<file path="src/rtl/ctrl_pkg.sv">
// Shared encodings for the multicycle control FSM: state codes, instruction
// Op codes, data-processing cmd codes, ALUControl codes and ARM condition codes.
// The helper cond_eval maps a condition code and NZCV flags to CondEx.
package ctrl_pkg;

    // FSM state encodings (also exported on the State debug port)
    localparam logic [3:0] FETCH    = 4'd0;
    localparam logic [3:0] DECODE   = 4'd1;
    localparam logic [3:0] MEMADR   = 4'd2;
    localparam logic [3:0] MEMREAD  = 4'd3;
    localparam logic [3:0] MEMWB    = 4'd4;
    localparam logic [3:0] MEMWRITE = 4'd5;
    localparam logic [3:0] EXECUTER = 4'd6;
    localparam logic [3:0] EXECUTEI = 4'd7;
    localparam logic [3:0] ALUWB    = 4'd8;
    localparam logic [3:0] BRANCH   = 4'd9;

    // Instruction class, Instr[15:14]
    localparam logic [1:0] OP_DP  = 2'b00;
    localparam logic [1:0] OP_MEM = 2'b01;
    localparam logic [1:0] OP_BR  = 2'b10;
    localparam logic [1:0] OP_UND = 2'b11;

    // Data-processing cmd, Funct[4:1]
    localparam logic [3:0] CMD_AND = 4'b0000;
    localparam logic [3:0] CMD_SUB = 4'b0010;
    localparam logic [3:0] CMD_ADD = 4'b0100;
    localparam logic [3:0] CMD_ORR = 4'b1100;
    localparam logic [3:0] CMD_MOV = 4'b1101;

    // ALU operation select
    localparam logic [1:0] ALU_ADD = 2'b00;
    localparam logic [1:0] ALU_SUB = 2'b01;
    localparam logic [1:0] ALU_AND = 2'b10;
    localparam logic [1:0] ALU_ORR = 2'b11;

    // ARM condition codes
    localparam logic [3:0] COND_EQ = 4'b0000;
    localparam logic [3:0] COND_NE = 4'b0001;
    localparam logic [3:0] COND_CS = 4'b0010;
    localparam logic [3:0] COND_CC = 4'b0011;
    localparam logic [3:0] COND_MI = 4'b0100;
    localparam logic [3:0] COND_PL = 4'b0101;
    localparam logic [3:0] COND_VS = 4'b0110;
    localparam logic [3:0] COND_VC = 4'b0111;
    localparam logic [3:0] COND_HI = 4'b1000;
    localparam logic [3:0] COND_LS = 4'b1001;
    localparam logic [3:0] COND_GE = 4'b1010;
    localparam logic [3:0] COND_LT = 4'b1011;
    localparam logic [3:0] COND_GT = 4'b1100;
    localparam logic [3:0] COND_LE = 4'b1101;
    localparam logic [3:0] COND_AL = 4'b1110;
    localparam logic [3:0] COND_NV = 4'b1111;

    // Condition evaluation; flags packed as {N, Z, C, V}. NV never executes.
    function automatic logic cond_eval(input logic [3:0] cond, input logic [3:0] nzcv);
        logic n, z, c, v;
        {n, z, c, v} = nzcv;
        case (cond)
            COND_EQ: cond_eval = z;
            COND_NE: cond_eval = ~z;
            COND_CS: cond_eval = c;
            COND_CC: cond_eval = ~c;
            COND_MI: cond_eval = n;
            COND_PL: cond_eval = ~n;
            COND_VS: cond_eval = v;
            COND_VC: cond_eval = ~v;
            COND_HI: cond_eval = c & ~z;
            COND_LS: cond_eval = ~c | z;
            COND_GE: cond_eval = (n == v);
            COND_LT: cond_eval = (n != v);
            COND_GT: cond_eval = ~z & (n == v);
            COND_LE: cond_eval = z | (n != v);
            COND_AL: cond_eval = 1'b1;
            default: cond_eval = 1'b0;
        endcase
    endfunction

endpackage

</file>
<file path="src/rtl/cond_check.sv">
// NZCV flag register and condition evaluation. NZ and CV halves load
// independently so logical ops can leave carry/overflow untouched.
module cond_check
    import ctrl_pkg::*;
#(
    parameter logic [3:0] FLAGS_INIT = 4'b0000
) (
    input  logic       CLK,
    input  logic       reset,
    input  logic [3:0] cond,
    input  logic [3:0] alu_flags,
    input  logic       wr_nz,
    input  logic       wr_cv,
    output logic       cond_ex
);

    logic [3:0] flags_q;

    // Flag register: async clear to FLAGS_INIT, split NZ / CV load enables
    always_ff @(posedge CLK or negedge reset) begin
        if (!reset) begin
            flags_q <= FLAGS_INIT;
        end else begin
            if (wr_nz) flags_q[3:2] <= alu_flags[3:2];
            if (wr_cv) flags_q[1:0] <= alu_flags[1:0];
        end
    end

    assign cond_ex = cond_eval(cond, flags_q);

endmodule

</file>
<file path="src/rtl/multicycle_control_fsm.sv">
// Multicycle ARM-subset control unit: ten-state FSM plus datapath select decode.
// Optional MOV support is enabled by defining MOV_INSTR_EN.
module multicycle_control_fsm
    import ctrl_pkg::*;
#(
    parameter logic [3:0] FLAGS_INIT = 4'b0000
) (
    input  logic        CLK,
    input  logic        reset,
    input  logic [19:0] Instr,
    input  logic [3:0]  ALUFlags,
    output logic        PCWrite,
    output logic        IRWrite,
    output logic        RegWrite,
    output logic        MemWrite,
    output logic        AdrSrc,
    output logic        ALUSrcA,
    output logic [1:0]  ALUSrcB,
    output logic [1:0]  ResultSrc,
    output logic [1:0]  ImmSrc,
    output logic [1:0]  RegSrc,
    output logic [1:0]  ALUControl,
    output logic        MOVInstr,
    output logic [3:0]  State
);

    logic [3:0] cond;
    logic [1:0] op;
    logic [5:0] funct;
    logic [3:0] cmd;
    logic       unused_bits;

    assign cond        = Instr[19:16];
    assign op          = Instr[15:14];
    assign funct       = Instr[13:8];
    assign cmd         = funct[4:1];
    // Rn/Rd fields are routed straight to the datapath, not decoded here
    assign unused_bits = ^Instr[7:0];

    logic [3:0] state_q, state_d;
    logic       cond_ex;
    logic       cmd_ok, cmd_cv, cmd_mov;
    logic [1:0] cmd_alu;
    logic       pc_wr, ir_wr, reg_wr, mem_wr, mov_state;
    logic       in_exec, wr_nz, wr_cv;

    // Decode data-processing cmd into ALU op and flag-update class
    always_comb begin
        cmd_ok  = 1'b1;
        cmd_cv  = 1'b0;
        cmd_mov = 1'b0;
        cmd_alu = ALU_ADD;
        case (cmd)
            CMD_ADD: begin cmd_alu = ALU_ADD; cmd_cv = 1'b1; end
            CMD_SUB: begin cmd_alu = ALU_SUB; cmd_cv = 1'b1; end
            CMD_AND: cmd_alu = ALU_AND;
            CMD_ORR: cmd_alu = ALU_ORR;
`ifdef MOV_INSTR_EN
            CMD_MOV: cmd_mov = 1'b1;
`endif
            default: cmd_ok = 1'b0;
        endcase
    end

    // Flags load at the end of EXECUTE* so the next instruction sees them
    assign in_exec = (state_q == EXECUTER) || (state_q == EXECUTEI);
    assign wr_nz   = in_exec & funct[0] & cond_ex & cmd_ok;
    assign wr_cv   = wr_nz & cmd_cv;

    cond_check #(
        .FLAGS_INIT(FLAGS_INIT)
    ) u_cond_check (
        .CLK      (CLK),
        .reset    (reset),
        .cond     (cond),
        .alu_flags(ALUFlags),
        .wr_nz    (wr_nz),
        .wr_cv    (wr_cv),
        .cond_ex  (cond_ex)
    );

    // State register: reset aborts any instruction and returns to FETCH
    always_ff @(posedge CLK or negedge reset) begin
        if (!reset) state_q <= FETCH;
        else        state_q <= state_d;
    end

    // Next-state and per-state datapath control
    always_comb begin
        state_d    = FETCH;
        pc_wr      = 1'b0;
        ir_wr      = 1'b0;
        reg_wr     = 1'b0;
        mem_wr     = 1'b0;
        mov_state  = 1'b0;
        AdrSrc     = 1'b0;
        ALUSrcA    = 1'b0;
        ALUSrcB    = 2'b00;
        ResultSrc  = 2'b00;
        ALUControl = ALU_ADD;
        case (state_q)
            FETCH: begin
                state_d   = DECODE;
                ir_wr     = 1'b1;
                pc_wr     = 1'b1;
                ALUSrcA   = 1'b1;
                ALUSrcB   = 2'b10;
                ResultSrc = 2'b10;
            end
            DECODE: begin
                ALUSrcA   = 1'b1;
                ALUSrcB   = 2'b10;
                ResultSrc = 2'b10;
                case (op)
                    OP_MEM:  state_d = MEMADR;
                    OP_DP:   state_d = funct[5] ? EXECUTEI : EXECUTER;
                    OP_BR:   state_d = BRANCH;
                    default: state_d = FETCH;
                endcase
            end
            MEMADR: begin
                state_d = funct[0] ? MEMREAD : MEMWRITE;
                ALUSrcB = 2'b01;
            end
            MEMREAD: begin
                state_d = MEMWB;
                AdrSrc  = 1'b1;
            end
            MEMWB: begin
                ResultSrc = 2'b01;
                reg_wr    = cond_ex;
            end
            MEMWRITE: begin
                AdrSrc = 1'b1;
                mem_wr = cond_ex;
            end
            EXECUTER, EXECUTEI: begin
                state_d    = ALUWB;
                ALUSrcB    = (state_q == EXECUTEI) ? 2'b01 : 2'b00;
                ALUControl = cmd_alu;
                mov_state  = 1'b1;
            end
            ALUWB: begin
                reg_wr    = cond_ex & cmd_ok;
                mov_state = 1'b1;
            end
            BRANCH: begin
                ALUSrcB   = 2'b01;
                ResultSrc = 2'b10;
                pc_wr     = cond_ex;
            end
            default: state_d = FETCH;
        endcase
    end

    // Write strobes are held low for as long as reset is asserted
    assign PCWrite  = pc_wr & reset;
    assign IRWrite  = ir_wr & reset;
    assign RegWrite = reg_wr & reset;
    assign MemWrite = mem_wr & reset;

    assign MOVInstr = mov_state & cmd_mov;
    assign ImmSrc   = op;
    assign RegSrc   = {(op == OP_MEM) & ~funct[0], (op == OP_BR)};
    assign State    = state_q;

endmodule

</file>
<file path="config.mk">
export PLATFORM = sky130hd
export DESIGN_NAME = multicycle_control_fsm
export DESIGN_NICKNAME = d
export VERILOG_FILES = /design/src/rtl/ctrl_pkg.sv /design/src/rtl/cond_check.sv /design/src/rtl/multicycle_control_fsm.sv
export SDC_FILE = /design/constraint.sdc
export NUM_CORES = 1
export LEC_CHECK = 0
export ABC_AREA = 0
export BUFFER_PORTS_ARGS = -buffer_cell sky130_fd_sc_hd__buf_4
export CORE_MARGIN = 1
export CORE_UTILIZATION = 38
export DETAILED_ROUTE_END_ITERATION = 12
export HOLD_SLACK_MARGIN = 0.02
export PLACE_DENSITY = 0.75
export SLEW_MARGIN = 20
export SYNTH_ARGS = -nofsm -noshare
export SYNTH_HDL_FRONTEND = slang
export SYNTH_SLANG_ARGS = --single-unit
</file>
<file path="constraint.sdc">
create_clock -name CLK -period 1.7 [get_ports CLK]
set_input_delay 0.34 -clock CLK [delete_from_list [all_inputs] [get_ports CLK]]
set_output_delay 0.34 -clock CLK [all_outputs]
set_load 0.005 [all_outputs]
</file>
==> results of run 1 <==
[cell families after synthesis]
kind of cell / Yosys count / synth area share
compound gates: 21 / 0.210
xor+xnor: 5 / 0.0566
buf+inv: 14 / 0.0971
flops: 8 / 0.259
mux: 6 / 0.0874
other cells: 1 / 0.00485
simple gates: 41 / 0.285
[registers in the layout, summed over array words and instances, names as in the netlist]
signal                count
State                     4
u_cond_check.flags_q      4
[area by class of cell]
type / instances / area, µm² / share of cell area
multi-input cells: 74 / 576 / 0.420
repair buffers: 67 / 520 / 0.380
flip-flops and latches: 8 / 200 / 0.146
well taps: 25 / 31.3 / 0.0229
clock buffers: 3 / 22.5 / 0.0165
inverters: 5 / 18.8 / 0.0137
[cells in the final DEF (no fill, tap or decap), drive strengths merged, types with 2 or more instances in the layout]
cell and instances:
o32a 2, xor2 2, dfrtp 8, clkbuf 3
nor3 9, a21oi 2, buf 66, nand2 5
nand3 4, o21ai 2, a211oi 2, o31a 2
a31oi 3, inv 5, mux2 6, nand2b 4
nor2b 3, xnor2 3, nor3b 2, nor2 8
[how the worst max path moves through the flow]
| stage | from | end | slack, ns | cells past startpoint |
|---|---|---|---|---|
| finish | u_cond_check.flags_q[0] | PCWrite | -0.48 | 7 |
| global route | u_cond_check.flags_q[3] | PCWrite | -0.55 | 6 |
| CTS | u_cond_check.flags_q[0] | PCWrite | -0.53 | 6 |
| detailed placement | Instr[18] | PCWrite | -0.36 | 6 |
| global placement | Instr[18] | PCWrite | -0.34 | 6 |
| floorplan | Instr[16] | u_cond_check.flags_q[0] | -0.12 | 6 |
[stage by stage]
step           total power, µW   util  instances
2_1_floorplan              797      -         96
3_3_place_gp              1210  0.653        169
3_5_place_dp              1240  0.653        169
4_1_cts                   1450  0.698        177
5_1_grt                   1800  0.752        182
6_report                  1670  0.752        182
[routing by layer]
| layer | share of wire | track usage |
|---|---|---|
| met5 | 0 | 0 |
| met2 | 0.51 | 0.383 |
| met1 | 0.42 | 0.272 |
| met3 | 0.047 | 0.0231 |
| met4 | 0.018 | 0.0686 |
[synthesized netlist by cell type (all sizes together)]
cell     number  share of area
conb          1         0.0048
a21oi         2          0.013
o311a         1          0.013
nand4b        1          0.011
a22oi         1         0.0097
nor2b         3          0.024
o32ai         1          0.011
o31a          2          0.023
nand2         5          0.024
dfrtp         8           0.26
xnor2         3          0.034
o21ai         2          0.013
xor2          2          0.023
buf           6          0.058
and3          1         0.0081
nand3         4          0.026
o221ai        1          0.011
a31oi         3          0.024
nor2          8          0.039
o311ai        1          0.011
nand2b        4          0.032
clkbuf        3          0.015
o32a          2          0.026
nor3          9          0.058
a311o         1          0.013
or3           1         0.0081
a32oi         1          0.011
nor3b         2          0.019
inv           5          0.024
nand4         1         0.0081
a211oi        2          0.019
a31o          1          0.011
mux2          6          0.087
and2          1          0.011
nand4bb       1          0.015
[what timing repair did]
item / in CTS / in global routing
pin swaps: 4 / 7
setup buffers: 4 / 5
setup endpoints to repair: 8 / 13
endpoints found under the hold margin: 8 / 0
hold buffers: 1 / 0
gates resized for setup: 3 / 12
[power groups by stage]
stage,combinational (µW),clock [µW],sequential [µW]
2_1_floorplan,499,0,299
3_3_place_gp,906,0,308
3_5_place_dp,930,0,313
4_1_cts,1000,145,303
5_1_grt,1310,163,320
6_report,1210,139,314
==> metrics.md, run 1 <==
| Metric | Value |
|---|---|
| Final worst hold slack | `roughly 0.31 ns` |
| Net switching fraction of the power | `0.401` |
| Logic pwr share | `0.728` |
| Area growth, synth to finish | `77.0%` |
| Count of unique library cells instantiated by Yosys | `39` |
| Number of search-and-repair iterations in the first detailed-routing pass | `4` |
| PortBufs | `37` |
| Setup tns final | `-2.63 ns` |
| Number of instances in the synthesized netlist | `96` |
| Peak Freq | `460 MHz` |
| Post-route DRC violation count | `0` |
| Hold Path Class | `input port to flop` |
| Max Cap Violations | `0` |
| DP HPWL | `around 1700 µm` |
| Via density per instance | `5.23` |
| Portion of the post-synthesis area used by sequential elements | `0.259` |
| Mapped Avg Cell Area | `8.05 µm²` |
| Leakage power total | `around 0.00065 µW` |
| Die height | `~47 µm` |
| Crit Reg-Reg Endpoint | `u_cond_check.flags_q[2]` |
| Number of CTS-inserted buffers | `3` |
| Netlist Area Pre-Place | `773 µm²` |
| Die width | `between 40 and 50 µm` |
| Gate family responsible for the most delay along the worst path | `compound AO/OA/AOI/OAI gates` |
| PD cells | `~1200 nW/µm²` |
| Net count after synthesis | `between 100 and 150` |
| FILL cells | `between 100 and 150` |
| Share of post-route cells with drive strength above 1 | `0.554` |
| Final #Nets | `around 190` |
| Total length of routed wires | `2440 µm` |
| Area inside the core boundary | `~1800 µm²` |
| Setup repair after global routing missed its margin | `yes` |
| Clock insertion delay at the later pin of the skew report | `~0.25 ns` |
| Final hold violations | `0` |
| Share of power burned in registers | `0.188` |
| Worst setup path class | `flop to output pin` |
| Routed length per placed instance | `about 13 µm` |
| Crit path capture type | `output pin` |
| Reg-to-reg startpoint | `u_cond_check.flags_q[0]` |
| Highest net fanout along the worst path | `3` |
| Outcome | `complete, but fails checks` |
| Max VDD drop | `approximately 0.86 mV` |
| Hold path cells | `2` |
| Last weighted congestion value of the routability-driven placer | `about 0.90` |
| Sw power | `668 µW` |
| Final design instance area without fill | `between 1000 and 1500 µm²` |
| Post-detailed-placement cell area | `1190 µm²` |
| CTS Root Buffer Type | `clkbuf_4` |
| Hold EP | `u_cond_check.flags_q[2]` |
| Max H-tree Level | `1` |
| Setup Skew | `roughly 0.0050 ns` |
| Cells on worst reg2reg path | `8` |
| Part of the power in the clock network | `0.083` |
| Final period util | `1.28` |
| Initial antenna violation count | `0` |
| # setup viols final | `9` |
| Standard cell with the maximum stage delay on the critical path | `dfrtp_1` |
| Count of yosys warnings during synthesis | `0` |
| Initial DRC Count | `15` |
| Final Critical Period | `roughly 2.2 ns` |
| Number of rows created at floorplan | `15` |
| Max-slew violation count | `0` |
| GRT Residual Overflow | `0` |
| Via total after detailed routing | `between 900 and 1000` |
| Sequence of cells on the critical path | `buf_4 > nor2_1 > mux2_2 > a32oi_2 > nand3_2 > a31o_2 > buf_6` |
| Number of inserted diodes | `0` |
| Cell Int Power | `997 µW` |
| TritonCTS clock tree | `done` |
| Number of global-route vias before repair | `around 810` |
| Maximum number of pins on one net before global-route repair | `13` |
| Die area | `about 2200 µm²` |
| Hold_sp | `ALUFlags[2]` |
| Clock slew at the register clock pins of the worst setup and hold paths | `~0.050 ns` |
| Fin worst setup slack | `-0.476 ns` |
| Largest stage delay, worst path | `0.42 ns` |
| IO Pins | `47` |
| Setup slack of the most critical reg-to-reg path | `-0.33 ns` |
| Startpoint kind of the worst setup timing path | `flop` |
| CP Data Required Time | `about 1.4 ns` |
| Number of buffers on the longest clock path | `2` |
| Wire length of the first global-routing pass | `roughly 3300 µm` |
| Combined global-route utilization of all metal layers | `0.215` |
| Sum of buffers and inverters on the critical path | `2` |
| Arrival time of data at the critical path endpoint | `1.84 ns` |
| Synth Register Bits | `8` |
| Violated checks | `setup timing` |
| DP Worst Slack | `-0.362 ns` |
| Starting Density | `0.425` |
| Number of sinks handled by clock tree synthesis | `8` |
| Post-route antenna net violation count | `0` |
Power figures use the tool's default switching activity.
==> inputs of run 2 (changes only) <==
ABC_AREA = 1   (was 0)
CORE_UTILIZATION = 39   (was 38)
PLACE_DENSITY = 0.74   (was 0.75)
==> run 2 against run 1 <==
Clock power barely moved. Hold slack got worse by 0.0090 ns. First-iteration DRC count rose by 150%. Sequential share of layout area rose by 1.4 points. The flow still finishes with violations (setup timing). Largest cell class unchanged. Critical path depth rose by 4. Clock skew fell by 0.0037 ns. Sequential cell count did not move. Largest power group unchanged.
==> metrics.md, run 2 <==
| Metric | Value |
|---|---|
| Final hold violations | `0 (unchanged)` |
| Number of instances in the synthesized netlist | `136 (+42%)` |
| Clock insertion delay at the later pin of the skew report | `0.24 ns (about the same)` |
| Post-route DRC violation count | `0 (unchanged)` |
| FILL cells | `195 (+47%)` |
| Final #Nets | `208 (+12%)` |
| Peak Freq | `539 MHz (+17%)` |
| Post-detailed-placement cell area | `1160 µm² (-2.7%)` |
| Via total after detailed routing | `1036 (+8.9%)` |
| Total length of routed wires | `2400 µm (-1.8%)` |
| Via density per instance | `5.00 (-4.2%)` |
| Maximum number of pins on one net before global-route repair | `10 (-3)` |
| # setup viols final | `3 (-6)` |
| Fin worst setup slack | `-0.156 ns (+0.320 ns)` |
| Most used standard cell by instance count after synthesis | `nand2_1` |
| Max H-tree Level | `1 (unchanged)` |
| Arrival time of data at the critical path endpoint | `1.52 ns (-0.32 ns)` |
| Count of unique library cells instantiated by Yosys | `32 (-18%)` |
| Number of sinks handled by clock tree synthesis | `8 (unchanged)` |
| DP Worst Slack | `-0.0375 ns (+0.325 ns)` |
| Number of enable flip-flop cells after synthesis | `0 (unchanged)` |
| Setup repair after global routing missed its margin | `yes` |
| Netlist Area Pre-Place | `853 µm² (+10%)` |
| Max-slew violation count | `0 (unchanged)` |
| IO Pins | `47 (unchanged)` |
| Number of buffers on the longest clock path | `2 (unchanged)` |
| Die height | `48.8 µm (+3.5%)` |
| Hold Path Class | `input port to flop` |
| Final design instance area without fill | `1260 µm² (-7.8%)` |
| Violated checks | `setup timing` |
| Last weighted congestion value of the routability-driven placer | `0.826 (-7.9%)` |
| Leakage power total | `0.000696 µW (+6.6%)` |
| Sequential cell area | `203 µm² (+1.2%)` |
| GRT Residual Overflow | `0 (unchanged)` |
| Top cells by area, synth | `dfrtp_1 (23%), nand2_1 (15%), nand3_1 (11%)` |
| Combined global-route utilization of all metal layers | `0.194 (-0.0210)` |
| Ys flop type | `dfrtp_1` |
| TritonCTS clock tree | `done` |
| Highest-count cells in the layout ignoring fill and taps | `buf_4 (45), nand2_1 (34), nand3_1 (18), inv_1 (12), nor2_1 (11)` |
| Number of inserted diodes | `0 (unchanged)` |
| Area growth, synth to finish | `47.9%` |
| Max Cap Violations | `0 (unchanged)` |
| Share of post-route cells with drive strength above 1 | `0.433 (-0.121)` |
| Final worst hold slack | `0.305 ns (-0.00903 ns)` |
| Setup Skew | `0.00128 ns (-0.00372 ns)` |
| Starting Density | `0.426 (+0.00151)` |
| Number of standard cells in the final layout excluding fillers | `207 (+14%)` |
| Die area | `2380 µm² (+7.2%)` |
| Most common cell after layout, fill and taps aside | `buf_4` |
| Multi-input gate area | `569 µm² (-1.1%)` |
| Post-route antenna net violation count | `0 (unchanged)` |
| Number of search-and-repair iterations in the first detailed-routing pass | `4 (unchanged)` |
| Worst setup path class | `flop to output pin` |
| Fraction of synthesized cell area taken by the top area cell type | `0.235 (-0.0243)` |
| Synth Register Bits | `8 (unchanged)` |
| Number of global-route vias before repair | `951 (+17%)` |
| Initial DRC Count | `37 (+22)` |
| Commonest cells in the netlist | `nand2_1 (35), nand3_1 (18), nor2_1 (15)` |
| Crit path capture type | `output pin` |
| Outcome | `complete, but fails checks` |
| Startpoint kind of the worst setup timing path | `flop` |
| Number of rows created at floorplan | `16 (+1)` |
| PortBufs | `37 (unchanged)` |
| Net count after synthesis | `162 (+33%)` |
| Number of CTS-inserted buffers | `3 (unchanged)` |
| CP Data Required Time | `1.36 ns (about the same)` |
| Area inside the core boundary | `2000 µm² (+10%)` |
| Share of synthesized registers carrying an async set or reset | `1.00 (unchanged)` |
| Routed length per placed instance | `11.6 µm (-14%)` |
| Cell type with the largest total area after synthesis | `dfrtp_1` |
| Mapped Avg Cell Area | `6.27 µm² (-22%)` |
| Count of yosys warnings during synthesis | `0 (unchanged)` |
| Highest net fanout along the worst path | `4 (+1)` |
| Wire length of the first global-routing pass | `3680 µm (+11%)` |
| Placed cell count | `198 (+17%)` |
| Max VDD drop | `0.582 mV (-32%)` |
| Clock slew at the register clock pins of the worst setup and hold paths | `0.05 ns (about the same)` |
| PD cells | `986 nW/µm² (-19%)` |
| Portion of the post-synthesis area used by sequential elements | `0.235 (-0.0243)` |
| Die width | `48.8 µm (+3.5%)` |
| Final Critical Period | `1.86 ns (-0.320 ns)` |
| Initial antenna violation count | `0 (unchanged)` |
| CTS Root Buffer Type | `clkbuf_4` |
| Final period util | `1.09 (-0.188)` |
| DP HPWL | `1690 µm (-2.4%)` |
==> run 2: cell families after synthesis <==
family,share of synthesized area
compound gates,0.0983
simple gates,0.529
flops,0.235
buf+inv,0.133
other cells,0.00439
==> run 2: report_power, final <==
group | total [µW] | leakage [µW] | internal [µW] | switching, µW
Clock | 139 | 0.0000138 | 80.4 | 58.8
Sequential | 320 | 0.000105 | 245 | 75.6
Combinational | 785 | 0.000577 | 384 | 401
==> run 2: area by class of cell <==
class                      count  area share
multi-input combinational    102       0.451
sequential                     8       0.161
tap                           27      0.0268
clock buffer                   3      0.0178
timing repair buffer          47       0.284
inverter                      20      0.0595
==> run 2: what timing repair did <==
action,in CTS,in global routing
gates resized for setup,4,9
hold buffers,1,0
endpoints found under the hold margin,8,0
pin swaps,2,4
setup buffers,4,1
endpoints found under the setup margin,4,11
==> run 2: path summary, 6_finish.rpt <==
| kind | end | start | slack, ns | cells past startpoint |
|---|---|---|---|---|
| worst max-delay path | PCWrite | u_cond_check.flags_q[0] | -0.16 | 11 |
| worst min-delay path | State[3] | Instr[14] | 0.30 | 2 |
| worst max register to register | u_cond_check.flags_q[0] | u_cond_check.flags_q[0] | 0.07 | 13 |
| worst min register to register | u_cond_check.flags_q[1] | u_cond_check.flags_q[1] | 0.51 | 2 |
| max in group asynchronous | State[3] | reset | 0.82 | 2 |
| min in group asynchronous | State[2] | reset | 0.59 | 2 |
==> run 2: worst max-delay path: stages, from the launching register on <==
cell	delay [ns]
dfrtp_1	0.43
inv_2	0.09
buf_4	0.10
nand2_1	0.04
nand2_1	0.08
nand2_1	0.06
nand2_1	0.07
inv_2	0.04
nand3_4	0.07
nand2_4	0.06
o21ai_2	0.10
buf_4	0.11
==> run 2: through the flow <==
stage	utilization	total power, µW	TNS, ns
after floorplan	-	682	0
after global placement	0.578	1000	-0.00408
final	0.631	1240	-0.403
after CTS	0.613	1180	-0.384
after global routing	0.631	1340	-0.806
after detailed placement	0.578	1020	-0.0382
==> run 2: routing by layer <==
layer / GRT usage / vias up / share of wire
met3: 0.0125 / 6 / 0.057
met1: 0.236 / 460 / 0.38
met5: 0 / - / 0
met4: 0.0931 / 0 / 0.013
li1: - / 521 / -
met2: 0.347 / 49 / 0.55
==> inputs of run 3 (changes only) <==
PLACE_DENSITY = 0.75   (was 0.74)
SKIP_CTS_REPAIR_TIMING = 1   (was unset)
SYNTH_HIERARCHICAL = 1   (was unset)
==> run 3 against run 2 <==
Global-route usage down 1.4 points. Clock skew rose by 0.0052 ns. The flow still finishes with violations (setup timing). Synthesized cell count rose by 0.74%. Via count is 2.9% lower. Final cell count is 0.97% lower. Count of clock-buffer cells in the layout did not move. Sequential power increased by 15%. Setup slack worse by 0.024 ns. Critical endpoint unchanged. Routed wire length decreased by 9.0%. Clock power barely moved. Critical path type unchanged.
==> metrics.md, run 3 <==
| Metric | Value |
|---|---|
| Outcome | `complete, but fails checks` |
| Violated checks | `setup timing` |
| Post-route DRC violation count | `0 (unchanged)` |
| Final Critical Period | `1.88 ns (+0.0243 ns)` |
| Most used standard cell by instance count after synthesis | `nand2_1` |
| Max VDD drop | `0.760 mV (+31%)` |
| Net switching fraction of the power | `0.441 (+0.0105)` |
| Die area | `2320 µm² (-2.5%)` |
| Final #Nets | `206 (-0.96%)` |
| PD cells | `1050 nW/µm² (+6.7%)` |
| Routed length per placed instance | `10.6 µm (-8.1%)` |
| Post-route antenna net violation count | `0 (unchanged)` |
| Via density per instance | `4.91 (-1.9%)` |
| Share of post-route cells with drive strength above 1 | `0.410 (-0.0232)` |
| CP Data Required Time | `1.36 ns (about the same)` |
| Setup tns final | `-0.494 ns (-0.0903 ns)` |
| Ys flop type | `dfrtp_1` |
| Final period util | `1.11 (+0.0143)` |
| Total length of routed wires | `2180 µm (-9.0%)` |
| Highest net fanout along the worst path | `4 (unchanged)` |
| PortBufs | `37 (unchanged)` |
| Number of standard cells in the final layout excluding fillers | `205 (-0.97%)` |
| Final worst hold slack | `0.295 ns (-0.00996 ns)` |
| Combined global-route utilization of all metal layers | `0.181 (-0.0139)` |
| Setup Skew | `0.00643 ns (+0.00515 ns)` |
| FILL cells | `193 (-1.0%)` |
| Critical path startpoint | `u_cond_check/flags_q[3]` |
| Power after layout | `1290 µW (+3.3%)` |
| Netlist Area Pre-Place | `831 µm² (-2.6%)` |
| Clock insertion delay at the later pin of the skew report | `0.25 ns (about the same)` |
| Number of CTS-inserted buffers | `3 (unchanged)` |
| Number of buffers on the longest clock path | `2 (unchanged)` |
| Met2 routed wirelength | `1150 µm (-12%)` |
| Cell Int Power | `719 µW (+1.4%)` |
| Final hold violations | `0 (unchanged)` |
| Final design instance area without fill | `1220 µm² (-3.2%)` |
| Number of rows created at floorplan | `16 (unchanged)` |
| Count of yosys warnings during synthesis | `6 (+6)` |
| Cell type with the largest total area after synthesis | `dfrtp_1` |
| Sw power | `567 µW (+5.9%)` |
| Count of unique library cells instantiated by Yosys | `25 (-22%)` |
| Fin worst setup slack | `-0.180 ns (-0.0243 ns)` |
| M1 wire length | `943 µm (+2.4%)` |
| Most common cell after layout, fill and taps aside | `buf_4` |
| Max Cap Violations | `0 (unchanged)` |
| Peak Freq | `532 MHz (-1.3%)` |
| Commonest cells in the netlist | `nand2_1 (41), inv_1 (17), nand3_1 (17)` |
| Maximum number of pins on one net before global-route repair | `11 (+1)` |
| Max H-tree Level | `1 (unchanged)` |
| Highest-count cells in the layout ignoring fill and taps | `buf_4 (42), nand2_1 (35), nor2_1 (15), inv_1 (14), nand3_1 (14)` |
| Reg-to-reg startpoint | `u_cond_check/flags_q[3]` |
| Initial DRC Count | `18 (-51%)` |
| Portion of the post-synthesis area used by sequential elements | `0.241 (+0.00636)` |
| Die width | `48.2 µm (-1.3%)` |
| TritonCTS clock tree | `done` |
| Last weighted congestion value of the routability-driven placer | `0.795 (-3.8%)` |
| Number of global-route vias before repair | `804 (-15%)` |
| Number of inserted diodes | `0 (unchanged)` |
| Leakage power total | `0.000656 µW (-5.7%)` |
| Placed cell count | `196 (-1.0%)` |
| Top cells by area, synth | `dfrtp_1 (24%), nand2_1 (19%), nand3_1 (10%)` |
| Routed length on met3 | `87 µm (-36%)` |
| IO Pins | `47 (unchanged)` |
| Hold Path Class | `input port to flop` |
| Synth Register Bits | `8 (unchanged)` |
| Crit path capture type | `output pin` |
| Part of the power in the clock network | `0.107 (-0.005)` |
| Area growth, synth to finish | `47.1%` |
| Net count after synthesis | `163 (+0.62%)` |
| Clock slew at the register clock pins of the worst setup and hold paths | `0.05 ns (about the same)` |
| Die height | `48.2 µm (-1.3%)` |
| Number of sinks handled by clock tree synthesis | `8 (unchanged)` |
| Initial antenna violation count | `0 (unchanged)` |
| Hold_sp | `Instr[14]` |
| CTS Root Buffer Type | `clkbuf_4` |
| Startpoint kind of the worst setup timing path | `flop` |
| # setup viols final | `4 (+1)` |
| Area inside the core boundary | `1980 µm² (-1.0%)` |
| Fraction of synthesized cell area taken by the top area cell type | `0.241 (+0.00636)` |
| Via total after detailed routing | `1006 (-2.9%)` |
| Arrival time of data at the critical path endpoint | `1.54 ns (+0.02 ns)` |
| Number of instances in the synthesized netlist | `137 (+0.74%)` |
| Share of power burned in registers | `0.287 (+0.030)` |
| Number of search-and-repair iterations in the first detailed-routing pass | `4 (unchanged)` |
| Logic pwr share | `0.606 (-0.025)` |
| Post-detailed-placement cell area | `1100 µm² (-4.8%)` |
| Wire length of the first global-routing pass | `3020 µm (-18%)` |
| Share of synthesized registers carrying an async set or reset | `1.00 (unchanged)` |
| DP HPWL | `1720 µm (+1.9%)` |
| Starting Density | `0.419 (-0.00706)` |
| Number of enable flip-flop cells after synthesis | `0 (unchanged)` |
| Setup repair after global routing missed its margin | `yes` |
| Mapped Avg Cell Area | `6.06 µm² (-3.3%)` |
| Worst setup path class | `flop to output pin` |
| Uppermost layer routed | `met3` |
| Max-slew violation count | `0 (unchanged)` |
| GRT Residual Overflow | `0 (unchanged)` |
==> run 3: path summary, 6_finish.rpt <==
path / to / slack (ns) / cells after the start
worst min-delay path: State[3] / 0.29 / 2
max in group asynchronous: State[1] / 0.85 / 2
worst max register to register: u_cond_check/flags_q[1] / -0.02 / 12
worst min register to register: u_cond_check/flags_q[2] / 0.61 / 2
worst max-delay path: PCWrite / -0.18 / 11
min in group asynchronous: State[2] / 0.56 / 2
==> run 3: power groups by stage <==
stage	clock network [µW]	registers, µW	logic, µW
2_1_floorplan	0	321	457
3_3_place_gp	0	356	698
6_report	138	369	779
3_5_place_dp	0	362	713
4_1_cts	141	358	716
5_1_grt	153	379	859
==> run 3: per-stage QoR <==
stage                     setup slack [ns]  utilization
after floorplan                      0.274            -
final                               -0.180        0.617
after detailed placement           -0.0832        0.556
after global placement             -0.0694        0.556
after CTS                           -0.278        0.567
after global routing                -0.293        0.617
==> run 3: cell type report <==
class / instances / area (µm²) / share of cell area
Clock buffer: 3 / 22.5 / 0.0184
Inverter: 22 / 82.6 / 0.0676
Timing Repair Buffer: 43 / 325 / 0.266
Tap cell: 27 / 33.8 / 0.0276
Multi-Input combinational cell: 102 / 556 / 0.454
Sequential cell: 8 / 203 / 0.166
==> run 3: logic make-up (layout without fill, tap and decap cells) <==
logic type	after synthesis	after routing	share of synthesized area
DFF	8	8	0.241
and+or+nand+nor	84	84	0.468
AOI/OAI and AO/OA	17	17	0.137
buffers and inverters	27	68	0.149
other	1	1	0.00451
==> run 3: metal layers <==
layer	vias to the layer above	track usage
met5	-	0
met4	0	0.0778
met3	0	0.0222
met2	26	0.299
met1	461	0.235
li1	519	-
==> run 3: critical path, stage by stage (launching register included) <==
cell and delay (ns):
dfrtp_1 0.42, inv_2 0.11, nand2_2 0.07, nand3_2 0.07, nand2_2 0.05, nand2_2 0.05, nand2_1 0.05, nor2_1 0.09
nand2_1 0.08, nand2_2 0.09, o22ai_1 0.07, buf_4 0.14
